## src/rtl/rcpa_pkg.sv

```systemverilog
// Shared types and constants for the round-robin RCPA arbiter.
// Holds the FSM state encoding and the response-counter width.
package rcpa_pkg;

    localparam int unsigned OPCNT_W = 16;

    typedef enum logic {
        IDLE = 1'b0,
        HOLD = 1'b1
    } rcpa_state_t;

endpackage

```

## src/rtl/rcpa_arbiter_adder.sv

```systemverilog
// nBitRcpa: N-bit ripple-carry adder built from a full-adder chain.
// The final carry-out is not produced; the sum wraps modulo 2^N.
module nBitRcpa #(
    parameter int unsigned N = 8
) (
    input  logic [N-1:0] i_a,
    input  logic [N-1:0] i_b,
    output logic [N-1:0] o_sum
);

    logic [N-1:0] w_c;

    assign w_c[0] = 1'b0;

    for (genvar g = 0; g < N; g++) begin : g_fa
        assign o_sum[g] = i_a[g] ^ i_b[g] ^ w_c[g];
        if (g < N - 1) begin : g_carry
            assign w_c[g+1] = (i_a[g] & i_b[g]) | (w_c[g] & (i_a[g] ^ i_b[g]));
        end
    end

endmodule

```

## src/rtl/rcpa_arbiter.sv

```systemverilog
// Round-robin arbiter feeding one shared ripple-carry adder into a
// single-entry result register with valid/ready handshakes on both sides.
module rcpa_arbiter
    import rcpa_pkg::*;
#(
    parameter int unsigned N    = 8,
    parameter int unsigned NREQ = 4,
    parameter int unsigned IDW  = $clog2(NREQ)
) (
    input  logic                 clk,
    input  logic                 rst,
    input  logic [NREQ-1:0]      req_valid,
    output logic [NREQ-1:0]      req_ready,
    input  logic [NREQ*N-1:0]    req_a,
    input  logic [NREQ*N-1:0]    req_b,
    output logic                 rsp_valid,
    input  logic                 rsp_ready,
    output logic [N-1:0]         rsp_sum,
    output logic [IDW-1:0]       rsp_id,
    output logic [OPCNT_W-1:0]   op_count,
    output logic                 busy
);

    rcpa_state_t        r_state;
    rcpa_state_t        w_next;
    logic [IDW-1:0]     r_ptr;
    logic [N-1:0]       r_sum;
    logic [IDW-1:0]     r_id;
    logic [OPCNT_W-1:0] r_count;

    logic               w_grant_en;
    logic               w_found;
    logic [IDW-1:0]     w_win;
    logic [NREQ-1:0]    w_ready;
    logic               w_transfer;
    logic               w_drain;
    logic [N-1:0]       w_a;
    logic [N-1:0]       w_b;
    logic [N-1:0]       w_sum;

    // A slot opens when the register is empty or is being drained this cycle.
    assign w_grant_en = !rst && ((r_state == IDLE) || rsp_ready);
    assign w_drain    = (r_state == HOLD) && rsp_ready;

    always_comb begin
        w_found = 1'b0;
        w_win   = '0;
        w_ready = '0;
        for (int unsigned j = 0; j < NREQ; j++) begin
            int unsigned idx;
            idx = (int'(r_ptr) + j) % NREQ;
            if (!w_found && req_valid[idx]) begin
                w_found = 1'b1;
                w_win   = IDW'(idx);
            end
        end
        if (w_grant_en && w_found) begin
            w_ready[w_win] = 1'b1;
        end
    end

    assign w_transfer = |w_ready;

    assign w_a = req_a[w_win*N +: N];
    assign w_b = req_b[w_win*N +: N];

    nBitRcpa #(.N(N)) u_adder (
        .i_a  (w_a),
        .i_b  (w_b),
        .o_sum(w_sum)
    );

    always_comb begin
        w_next = r_state;
        unique case (r_state)
            IDLE:    if (w_transfer)             w_next = HOLD;
            HOLD:    if (rsp_ready && !w_transfer) w_next = IDLE;
            default: w_next = IDLE;
        endcase
    end

    always_ff @(posedge clk) begin
        if (rst) begin
            r_state <= IDLE;
            r_ptr   <= '0;
            r_sum   <= '0;
            r_id    <= '0;
            r_count <= '0;
        end else begin
            r_state <= w_next;
            if (w_transfer) begin
                r_sum <= w_sum;
                r_id  <= w_win;
                r_ptr <= (w_win == IDW'(NREQ - 1)) ? '0 : w_win + 1'b1;
            end
            if (w_drain) begin
                r_count <= r_count + 1'b1;
            end
        end
    end

    assign req_ready = w_ready;
    assign rsp_valid = (r_state == HOLD);
    assign busy      = (r_state == HOLD);
    assign rsp_sum   = r_sum;
    assign rsp_id    = r_id;
    assign op_count  = r_count;

endmodule

```

## config.mk

```make
export PLATFORM = sky130hd
export DESIGN_NAME = rcpa_arbiter
export DESIGN_NICKNAME = d
export VERILOG_FILES = /design/src/rtl/rcpa_pkg.sv /design/src/rtl/rcpa_arbiter_adder.sv /design/src/rtl/rcpa_arbiter.sv
export SDC_FILE = /design/constraint.sdc
export NUM_CORES = 1
export LEC_CHECK = 0
export BUFFER_PORTS_ARGS = -buffer_cell sky130_fd_sc_hd__buf_2
export CAP_MARGIN = 20
export CORE_UTILIZATION = 42
export CTS_BUF_LIST = sky130_fd_sc_hd__clkbuf_8
export DETAILED_ROUTE_END_ITERATION = 10
export HOLD_SLACK_MARGIN = 0.06
export PLACE_DENSITY = 0.78
export SKIP_CTS_REPAIR_TIMING = 1
export SLEW_MARGIN = 25
export SYNTH_ARGS = -nofsm -noshare
export SYNTH_HDL_FRONTEND = slang
export SYNTH_SLANG_ARGS = --single-unit
```

## constraint.sdc

```tcl
create_clock -name clk -period 4.5 [get_ports clk]
set_input_delay 0.9 -clock clk [delete_from_list [all_inputs] [get_ports clk]]
set_output_delay 0.9 -clock clk [all_outputs]
set_load 0.05 [all_outputs]
```

# After elaboration in Yosys (flattened, before gate mapping)
# Cells that the tools add are included.
[totals]
ff_bits = 29
wordCells = 92
[op_classes]
n_eq_ne = 1
bitwise_logic = 35
n_shift = 2
reduce_logical = 15
add_sub_neg = 5
n_lt_le_gt_ge = 6
mux = 23
[ops]
columns = ["op", "n"]
rows = [
  ["32-bit by 6-bit variable part select with 8-bit output", 2],
  ["16-bit by 1-bit adder with 16-bit output, second input constant", 1],
  ["2-bit by 3-bit < comparator with 1-bit output, second input constant", 5],
  ["1-bit XOR", 15],
  ["1-bit AND", 13],
  ["1-bit two-way mux", 11],
  ["2-bit two-way mux", 5],
  ["1-bit binary-select mux with 2-bit select", 4],
  ["1-bit logical AND", 8],
  ["1-bit OR", 6],
  ["1-bit zero test", 5],
  ["2-bit by 1-bit adder with 2-bit output, second input constant", 2],
  ["2-bit adder, second input constant", 2],
  ["4-bit two-way mux", 1],
  ["4-bit OR reduction", 1],
  ["1-bit demux with 2-bit select", 1],
  ["2-bit equality test, second input constant", 1],
  ["2-bit by 1-bit greater-or-equal comparator with 1-bit output, second input constant", 1],
  ["1-bit one-hot mux with 2 select lines", 1],
  ["1-bit logical OR", 1],
  ["1-bit NOT", 1],
]

# Longest topological paths before layout
[depth]
depth_word = 27
ltp_mapped = 21

# By module
# A second synthesis with hierarchy kept.
[hier_totals]
cells_unflattened = 220
area_unflattened_um2 = 2052.0
[by_module_without_submodules]
columns = ["module", "n_inst", "seq_area_each_um2", "area_per_inst_um2", "cells_per_inst"]
rows = [
  ["rcpa_arbiter", 1, 580.6, 1876.8, 207],
  ["nBitRcpa", 1, 0.0, 175.2, 13],
]

# Worst setup path before layout
# Ideal clock, no wire load.
[synth_timing]
kind = "in2reg"
start = "input req_valid[0]"
end = "register r_sum[7] (netlist: rsp_sum[7])"
path_slack_ns = -0.130
setup_ns = 0.116
arrival_ns = 4.514
n_path_buf = 1
t_required_ns = 4.384
path_stages = 20
path_cell_list = "nor2b_1 o21ai_0 nand2_2 inv_4 clkbuf_1 nand2_1 and3_1 a31oi_1 ha_1 fa_1 fa_1 fa_1 inv_1 fa_1 fa_1 fa_1 nor3_1 mux2i_1 nor2b_1 o211a_1"
[synth_via]
elab_chain_len = 27
word_cells_on_any_way = 59
cone_classes = "order compare: 2; shift: 2; mux: 19; bitwise: 27; reduce/logical: 9"
[synth_lines]
columns = ["element", "line", "text"]
rows = [
  ["start: declaration", "rcpa_arbiter.sv:12", "input logic [NREQ-1:0] req_valid,"],
  ["1-bit binary-select mux with 2-bit select", "rcpa_arbiter.sv:52", "if (!w_found && req_valid[idx]) begin"],
  ["1-bit two-way mux (not written as such)", "rcpa_arbiter.sv:52", ""],
  ["1-bit two-way mux", "rcpa_arbiter.sv:52", ""],
  ["1-bit zero test", "rcpa_arbiter.sv:52", ""],
  ["1-bit logical AND", "rcpa_arbiter.sv:52", ""],
  ["1-bit two-way mux", "rcpa_arbiter.sv:52", ""],
  ["1-bit zero test", "rcpa_arbiter.sv:52", ""],
  ["1-bit logical AND", "rcpa_arbiter.sv:52", ""],
  ["[... 11 more ...]", "--", ""],
  ["1-bit OR", "rcpa_arbiter_adder.sv:18", "assign w_c[g+1] = (i_a[g] & i_b[g]) | (w_c[g] & (i_a[g] ^ i_b[g]));"],
  ["1-bit AND", "rcpa_arbiter_adder.sv:18", ""],
  ["1-bit OR", "rcpa_arbiter_adder.sv:18", ""],
  ["1-bit AND", "rcpa_arbiter_adder.sv:18", ""],
  ["1-bit OR", "rcpa_arbiter_adder.sv:18", ""],
  ["1-bit AND", "rcpa_arbiter_adder.sv:18", ""],
  ["1-bit OR", "rcpa_arbiter_adder.sv:18", ""],
  ["1-bit XOR", "rcpa_arbiter_adder.sv:16", "assign o_sum[g] = i_a[g] ^ i_b[g] ^ w_c[g];"],
  ["end signal: assignment", "rcpa_arbiter.sv:92", "r_sum <= w_sum;"],
  ["end: declaration", "rcpa_arbiter.sv:27", "logic [N-1:0] r_sum;"],
]
# Several ways; a longest one is shown, not always the timed one. The select of a mux whose other input is x is not followed.
# A chain may end at the register's enable or synchronous reset.

# Worst setup path in the final report
[layout_timing]
start = "input req_valid[2]"
end = "register r_sum[7] (netlist: rsp_sum[7])"
# Same word-level chain as after synthesis.

==> summary.md <==
| Metric | Value |
|---|---|
| LEAKAGE | 1.44 nW |
| Mapped Area | 1980 um2 |
| Flop-to-flop setup slack | 430 ps |
| Std cell rows | 24 |
| Share of layout cells above drive strength 1 | 0.415 |
| Vias post-DR | 2202 |
| Min Tclk post-route | 4450 ps |
| Initial Util | 0.445 |
| Post-synthesis sequential area ratio | 0.294 |
| CP dominant cell by count | fa_2 |
| Crit. Startpoint | req_valid[2] |
| Endpoints failing hold | 0 |
| Worst Skew | 3.96 ps |
| CP max stage delay | 400 ps |
| DP HPWL | 3.79 mm |
| Grt ovf | 0 |
| Routed WL per cell | 11.9 um |
| Core ar. | 4440 um2 |
| CP top delay family | adder cells |
| Synth Area per Inst | 7.21 um2 |
| Die Y | 70.6 um |
| Clk slew on worst S/H paths | 60 ps |
| Failing checks | design-rule violations |
| Reg-to-Reg Start | r_ptr[1] |
| Warnings from Yosys | 0 |
| Finished Core Util | 0.659 |
| Crit path max fanout | 5 |
| Crit Path Class | in -> reg |
| Area Overhead vs Synth | 48.3% |
| Number of fill cells | 378 |
| Type of origin of the critical path | input port |
| Die span in x | 70.6 um |
| Worst Path Buf+Inv | 3 |
| Remaining antenna violation count | 0 |
| Routability congestion estimate | 0.792 |
| Top Ports | 103 |
| Outcome | finished, violations left |
| Final WS setup | 53.7 ps |
| Worst slew margin | 0.380 |
| WL final | 5.24 mm |
| Post-Syn Instances | 274 |
| Die area | 4980 um2 |
| Final setup viols | 0 |
| Worst R2R Path Depth | 19 |
| Power Density | 386 nW/um2 |
| H-tree depth | 2 |
| Clk buf depth | 2 |
| Period utilisation layout | 0.988 |
| CTS tree | done |
| Router iterations before antenna repair | 7 |
| Required time worst endpoint | 4680 ps |
| Worst Setup End Kind | flip-flop |
| Vias in the first global route | 1974 |
| GRT Overall Usage | 0.206 |
| Maximum VDD drop | 0.279 mV |
| Post-synthesis register bit count | 29 |
| Net count after synthesis | 357 |
| Register area | 581 um2 |
| RSZ-0062 raised after global routing | true |
| Area of the multi-input gates | 1470 um2 |
| Clk root buf | clkbuf_8 |
| First-pass GRT wire length | 8.31 mm |
| Reg2reg end | rsp_sum[7] |
| Inserted Clock Buffers | 5 |
| MaxCap Viol Count | 0 |
| Drt via density | 5.00 |
| # nets final | 470 |
| Largest net degree at the start of global routing | 31 |
| Fmax | 225 MHz |
| Tightest Pin Transition | 919 ps |
| Max-slew violation count | 0 |
| Crit-path slowest cell | fa_2 |
| Setup slack at placement | -194 ps |
| Clock Sinks | 29 |
| Clock Latency Late Sink | 280 ps |
| Starting DRT DRC Count | 97 |
| Port buffer count | 102 |
| Diode count | 0 |
| Critical Path Sink | rsp_sum[7] |
| Non-Filler Instances | 440 |
| Number of antenna violations at the first check in global routing | 0 |
| Critical Path AT | 4620 ps |
| Final setup TNS | 0 ps |
| Number of library cell types mapped by synthesis | 36 |
| Remaining DRCs | 8 |
| Placed insts | 427 |
| CP cell instances | buf_8, nor2b_4, a221o_1, nand2_2, buf_12, nand2_2, and3_4, a31oi_4, ha_4, fa_2, fa_2, fa_2, inv_2, fa_2, fa_2, fa_2, nor3_2, mux2i_1, nor2b_1, o211a_1 |
| Hold Path Class | reg -> reg |
| Critical Path Stages | 20 |
[state kept, by name, indices dropped and copies added, names as in the netlist]
signal	count
busy	1
op_count	16
r_ptr	2
rsp_id	2
rsp_sum	8
[worst min-delay path: cells and delay by family (launching register included)]
family          cells  cell delay [ps]
flops               1              310
compound gates      1               50
simple gates        1               50
[synthesized netlist by cell type]
cell type | n | area share
xnor2_1 | 3 | 0.013
nand3_1 | 12 | 0.030
o41ai_1 | 1 | 0.0044
nor2_1 | 24 | 0.046
buf_4 | 1 | 0.0038
xor2_1 | 12 | 0.053
a211oi_1 | 3 | 0.011
a31oi_1 | 8 | 0.025
clkinv_1 | 1 | 0.0019
buf_2 | 2 | 0.0051
a221o_1 | 1 | 0.0051
or2_1 | 1 | 0.0032
nor4_1 | 1 | 0.0032
nand2_2 | 1 | 0.0032
a21o_1 | 1 | 0.0038
and4_1 | 3 | 0.013
mux2i_1 | 7 | 0.035
mux2_2 | 1 | 0.0057
nand4b_1 | 1 | 0.0044
and3_1 | 11 | 0.035
clkbuf_1 | 11 | 0.021
a21oi_1 | 10 | 0.025
inv_1 | 4 | 0.0076
nor2b_1 | 4 | 0.013
nor3_1 | 4 | 0.010
o21ba_2 | 1 | 0.0051
nand4_1 | 1 | 0.0032
dfxtp_1 | 29 | 0.29
and2_1 | 5 | 0.016
nand2_1 | 86 | 0.16
o21ai_0 | 9 | 0.023
inv_4 | 1 | 0.0032
o211a_1 | 1 | 0.0051
o41a_1 | 1 | 0.0057
fa_1 | 6 | 0.061
ha_1 | 6 | 0.038
[power breakdown]
group          leakage (nW)  total (mW)  internal [mW]  switching (mW)
Clock                0.0626       0.277          0.178          0.0993
Sequential            0.236       0.298          0.282          0.0161
Combinational          1.14       0.555          0.226           0.329
Total                  1.44        1.13          0.686           0.445
[metal layers]
metal,track usage,wire (um)
met5,0,0
met4,0.0822,127
met3,0.0385,222
met2,0.359,2670
met1,0.253,2220
[kinds of logic after synthesis]
| family | Yosys count | share of synthesized area |
|---|---|---|
| adder cells (fa/ha/maj) | 12 | 0.0988 |
| flip-flops | 29 | 0.294 |
| multiplexers | 8 | 0.0412 |
| AO/OA/AOI/OAI | 36 | 0.114 |
| AND/OR/NAND/NOR | 154 | 0.343 |
| XOR/XNOR | 15 | 0.0665 |
| buffers and inverters | 20 | 0.0424 |
[cells in the final DEF, fill, tap and decap left out, types with 4 or more instances in the layout]
| cell | instances |
|---|---|
| nand2_1 | 81 |
| buf_2 | 101 |
| fa_2 | 6 |
| dfxtp_1 | 29 |
| clkbuf_8 | 6 |
| and2_1 | 5 |
| ha_1 | 5 |
| mux2i_1 | 7 |
| nor2_1 | 23 |
| nand2_2 | 6 |
| o21ai_0 | 8 |
| and3_4 | 4 |
| xor2_1 | 12 |
| and3_1 | 7 |
| buf_4 | 15 |
| a21oi_1 | 10 |
| nand3_1 | 12 |
[layout make-up]
cell class                 instances  area share
clock buffer                       6      0.0282
clock inverter                     2      0.0115
inverter                           6     0.00854
multi-input combinational        225       0.501
sequential                        29       0.198
tap                               52      0.0222
timing repair buffer             120       0.231
[through the flow]
step           power, mW  area (um2)  hold WS (ps)
2_1_floorplan      0.652        2010           475
3_3_place_gp       0.781        2630           442
3_5_place_dp       0.791        2630           444
4_1_cts             1.07        2740           453
5_1_grt             1.21        2930           489
6_report            1.13        2930           454
[worst min-delay path by stage]
stage	start	endpoint	slack (ps)	cells past startpoint
floorplan	r_ptr[1]	r_ptr[1]	470	2
global placement	rsp_sum[1]	rsp_sum[1]	440	2
detailed placement	rsp_id[1]	rsp_id[1]	440	2
CTS	rsp_id[1]	rsp_id[1]	450	2
global route	rsp_sum[0]	rsp_sum[0]	490	2
finish	rsp_sum[0]	rsp_sum[0]	450	2
Power figures use the tool's default switching activity.
